===== config.mk =====
export PLATFORM = sky130hd
export DESIGN_NAME = data_memory_master
export DESIGN_NICKNAME = d
export VERILOG_FILES = /design/src/rtl/data_memory_master.sv
export SDC_FILE = /design/constraint.sdc
export NUM_CORES = 1
export LEC_CHECK = 0
export BUFFER_PORTS_ARGS = -buffer_cell sky130_fd_sc_hd__buf_2
export CORE_AREA = 4 4 68 70
export CTS_BUF_LIST = sky130_fd_sc_hd__clkbuf_8
export CTS_CLUSTER_DIAMETER = 80
export CTS_CLUSTER_SIZE = 30
export DETAILED_ROUTE_END_ITERATION = 10
export DIE_AREA = 0 0 72 74
export GPL_ROUTABILITY_DRIVEN = 1
export GPL_TIMING_DRIVEN = 0
export PLACE_DENSITY_LB_ADDON = 0.2
export SLEW_MARGIN = 20
export SYNTH_ARGS = -nofsm -noshare
export SYNTH_HDL_FRONTEND = slang
export SYNTH_SLANG_ARGS = --single-unit

===== constraint.sdc =====
create_clock -name clk -period 1.7 [get_ports clk]
set_clock_uncertainty 0.2 [all_clocks]
set_input_delay 0.085 -clock clk [delete_from_list [all_inputs] [get_ports clk]]
set_output_delay 0.085 -clock clk [all_outputs]
set_load 0.1 [all_outputs]

===== src/rtl/data_memory_master.sv =====
// Initiator for the data-memory port: one load/store at a time, ISSUE strobe then WAIT for ready.
// Define MEM_TIMEOUT_EN to abandon accesses after TIMEOUT_CYCLES stalled WAIT cycles.
module data_memory_master #(
  parameter int unsigned ADDR_W         = 8,
  parameter int unsigned DATA_W         = 8,
  parameter int unsigned TIMEOUT_CYCLES = 15
) (
  input  logic              clk,
  input  logic              rst_n,
  input  logic              req_valid,
  output logic              req_ready,
  input  logic              req_write,
  input  logic [ADDR_W-1:0] req_addr,
  input  logic [DATA_W-1:0] req_wdata,
  output logic              resp_valid,
  output logic [DATA_W-1:0] resp_rdata,
  output logic              resp_error,
  output logic [ADDR_W-1:0] mem_address,
  output logic [DATA_W-1:0] mem_in,
  input  logic [DATA_W-1:0] mem_out,
  output logic              mem_read,
  output logic              mem_write,
  input  logic              mem_ready
);

  typedef enum logic [1:0] {StIdle, StIssue, StWait} state_e;

  state_e              state_q, state_d;
  logic [ADDR_W-1:0]   addr_q, addr_d;
  logic [DATA_W-1:0]   wdata_q, wdata_d;
  logic [DATA_W-1:0]   rdata_q, rdata_d;
  logic                op_write_q, op_write_d;
  logic                rd_q, rd_d;
  logic                wr_q, wr_d;
  logic                resp_valid_q, resp_valid_d;

`ifdef MEM_TIMEOUT_EN
  localparam int unsigned CntW = $clog2(TIMEOUT_CYCLES + 1);
  logic [CntW-1:0]     cnt_q, cnt_d;
  logic                resp_error_q, resp_error_d;
`else
  logic                unused_timeout;
  assign unused_timeout = (TIMEOUT_CYCLES != 0);
`endif

  always_comb begin
    state_d      = state_q;
    addr_d       = addr_q;
    wdata_d      = wdata_q;
    rdata_d      = rdata_q;
    op_write_d   = op_write_q;
    rd_d         = 1'b0;
    wr_d         = 1'b0;
    resp_valid_d = 1'b0;
`ifdef MEM_TIMEOUT_EN
    cnt_d        = cnt_q;
    resp_error_d = 1'b0;
`endif
    unique case (state_q)
      StIdle: begin
        if (req_valid) begin
          addr_d     = req_addr;
          wdata_d    = req_wdata;
          op_write_d = req_write;
          rd_d       = ~req_write;
          wr_d       = req_write;
          state_d    = StIssue;
        end
      end
      StIssue: begin
        // mem_ready is deliberately ignored here so a stale ready cannot complete this access.
        state_d = StWait;
`ifdef MEM_TIMEOUT_EN
        cnt_d   = '0;
`endif
      end
      StWait: begin
        if (mem_ready) begin
          if (!op_write_q) rdata_d = mem_out;
          resp_valid_d = 1'b1;
          state_d      = StIdle;
        end
`ifdef MEM_TIMEOUT_EN
        else if (cnt_q == CntW'(TIMEOUT_CYCLES - 1)) begin
          resp_valid_d = 1'b1;
          resp_error_d = 1'b1;
          state_d      = StIdle;
        end else begin
          cnt_d = cnt_q + 1'b1;
        end
`endif
      end
      default: state_d = StIdle;
    endcase
  end

  always_ff @(posedge clk or negedge rst_n) begin
    if (!rst_n) begin
      state_q      <= StIdle;
      addr_q       <= '0;
      wdata_q      <= '0;
      rdata_q      <= '0;
      op_write_q   <= 1'b0;
      rd_q         <= 1'b0;
      wr_q         <= 1'b0;
      resp_valid_q <= 1'b0;
`ifdef MEM_TIMEOUT_EN
      cnt_q        <= '0;
      resp_error_q <= 1'b0;
`endif
    end else begin
      state_q      <= state_d;
      addr_q       <= addr_d;
      wdata_q      <= wdata_d;
      rdata_q      <= rdata_d;
      op_write_q   <= op_write_d;
      rd_q         <= rd_d;
      wr_q         <= wr_d;
      resp_valid_q <= resp_valid_d;
`ifdef MEM_TIMEOUT_EN
      cnt_q        <= cnt_d;
      resp_error_q <= resp_error_d;
`endif
    end
  end

  assign req_ready   = (state_q == StIdle);
  assign resp_valid  = resp_valid_q;
  assign resp_rdata  = rdata_q;
  assign mem_address = addr_q;
  assign mem_in      = wdata_q;
  assign mem_read    = rd_q;
  assign mem_write   = wr_q;
`ifdef MEM_TIMEOUT_EN
  assign resp_error  = resp_error_q;
`else
  assign resp_error  = 1'b0;
`endif

endmodule


==> flow_summary.ini <==
[timing]
fin_crit_ps = 1550
setup_viol = 0
worst_slew_pin_slew_ps = 657
fmax_mhz = 643
final-max-slew-violation-count = 0
hold_viol_final = 0
rsz0062_at_grt = no
final.period_utilization_pct = 91.4
slew_headroom_pct = 56.2
fin_tns_setup_ps = 0

[synth]
syn-cell-area_sq_um = 1160
synth_fa_ha_area_share_pct = 0
synthCells = 69
synth_seq_cells = 30
synth_nets = 98
synth.avg_cell_area_sq_um = 16.9
synth_mux_area_share_pct = 27.6
yosys_warnings = 0
synth_top_family_by_area = multiplexers
yosysSeqAreaShare_pct = 64.4
synth_compound_area_share_pct = 0
synth_xor_area_share_pct = 0
synth_cell_types = 14
synth-simple-area-share_pct = 4.73

[floorplanning]
die_w_microns = 72
initial_utilization_pct = 29.3
core_area_sq_um = 3970
rows = 23
pin_count = 58
die_h_microns = 74
dieArea_sq_um = 5330

[cts]
clockBufferDepth = 2
htree_num_levels = 2
root_buffer = clkbuf_8
cts_tree = yes
postCtsSetupBuffers = 0
cts_inserted_buffers = 5
clock_latency_ps = 270
cts.sinks = 30
clkTransAtPathRegs_ps = 60

[grt]
grt_max_degree = 31
track_usage_pct = 11.2
grt_pass1_wl_microns = 4480
grt-ovfl-total = 0
grt_pass1_vias = 957
antenna_found_initial = 0

[outcome]
outcome = finished clean

[setup_path]
cp.arrival_ps = 1500
path_class = flop to flop
r2r_setup_slack_ps = 150
start_kind = flop
critPathRequiredTime_ps = 1650
critPathMaxFanout = 10
cp-end-kind = flop

[drt]
drc = 0
wl_per_cell_microns = 12.1
num_vias = 867
drt_pass1_iterations = 2
ant_nets = 0
viasPerCell = 4.13
drtIter0Drc = 27
finalWirelength_microns = 2550

[placed_design]
dpl.hpwl_microns = 1790
gp_congestion = 0.667
port_buffers = 56
place_inst = 175
place_area_sq_um = 1510

[flow_run]
drv_cap = 0

[layout]
stdcell_count = 210
postLayoutCellArea_sq_um = 1890
synthToLayoutAreaGrowth_pct = 62.3
drive_above_1_share_pct = 48.8
fin_nets = 188
num_antenna_cells = 0

[worst_hold_path]
min_path_type = input pin to flop
==> final cells by class <==
type / instances / area (sq um)
plain buffers: 4 / 33.8
flip-flops and latches: 30 / 751
repair buffers: 83 / 551
well taps: 50 / 62.6
multi-input cells: 35 / 383
fillers: 361 / 2080
clock buffers: 8 / 110
==> worst max-delay path: stages (launching register included) <==
cell	delay (ps)
dfrtp_1	440
nor3b_2	230
buf_4	220
mux2_1	340
==> metal layers <==
metal	wire [microns]	global-route usage (%)	share of wire (%)
met1	1040	13.1	41
met2	1220	17.8	48
met3	244	5.68	9.6
met4	41	4.38	1.6
met5	0	0	0
==> cells by family (layout without fill, tap and decap cells) <==
kind of cell,Yosys count,in the layout
buf+inv,4,95
flops,30,30
mux,26,26
other cells,1,1
simple gates,8,8
==> path summary, 6_finish.rpt <==
kind / from / to / depth (start not counted)
setup / recovery: state_q[0]$_DFFE_PN0P_ / mem_in[0]$_DFFE_PN0P_ / 3
hold / removal: req_valid / state_q[0]$_DFFE_PN0P_ / 3
setup reg to reg: state_q[0]$_DFFE_PN0P_ / mem_in[0]$_DFFE_PN0P_ / 3
hold reg to reg: mem_in[3]$_DFFE_PN0P_ / mem_in[3]$_DFFE_PN0P_ / 1
max in group asynchronous: rst_n / mem_in[7]$_DFFE_PN0P_ / 2
min in group asynchronous: rst_n / resp_rdata[2]$_DFFE_PN0P_ / 2
==> layout by cell type, fill, tap and decap left out, types with 3 or more instances in the layout <==
cell type	netlist	final
buf_2	0	56
dfrtp_1	30	30
dlygate4sd3_1	0	27
mux2_1	17	17
mux2_4	8	8
clkbuf_8	0	8
buf_4	3	3
==> through the flow <==
step | util, % | hold slack, ps | setup WS, ps
finish | 47.6 | 82.9 | 146
global route | 47.6 | 72.4 | 79.0
CTS | 47.6 | 82.6 | 122
detailed placement | 38.0 | -39.2 | 139
global placement | 38.0 | -52.7 | 176
floorplan | - | -411 | 181
==> synth_stat cells <==
cell type  number  area (sq um)
and2_1          1          6.26
and4bb_1        1          12.5
buf_4           3          22.5
buf_6           1          11.3
conb_1          1          3.75
dfrtp_1        30           751
mux2_1         17           191
mux2_4          8           120
mux2i_1         1          10.0
nand2_1         1          3.75
nand2b_1        1          6.26
nor2_1          2          7.51
nor2b_1         1          6.26
nor3b_2         1          12.5
==> timing repair <==
item                      4_1_cts  5_1_grt
resized for setup               0        0
hold endpoints to repair       59        0
hold buffers                   27        0
==> state kept, by name (all words and copies together) (netlist names) <==
register     count
mem_read         1
mem_in           8
state_q          2
mem_write        1
resp_rdata       8
mem_address      8
resp_valid       1
op_write_q       1
Power is left out: the tool's default activity adds up to more than one toggle a clock period on the data nets, which glitch-free logic cannot reach.
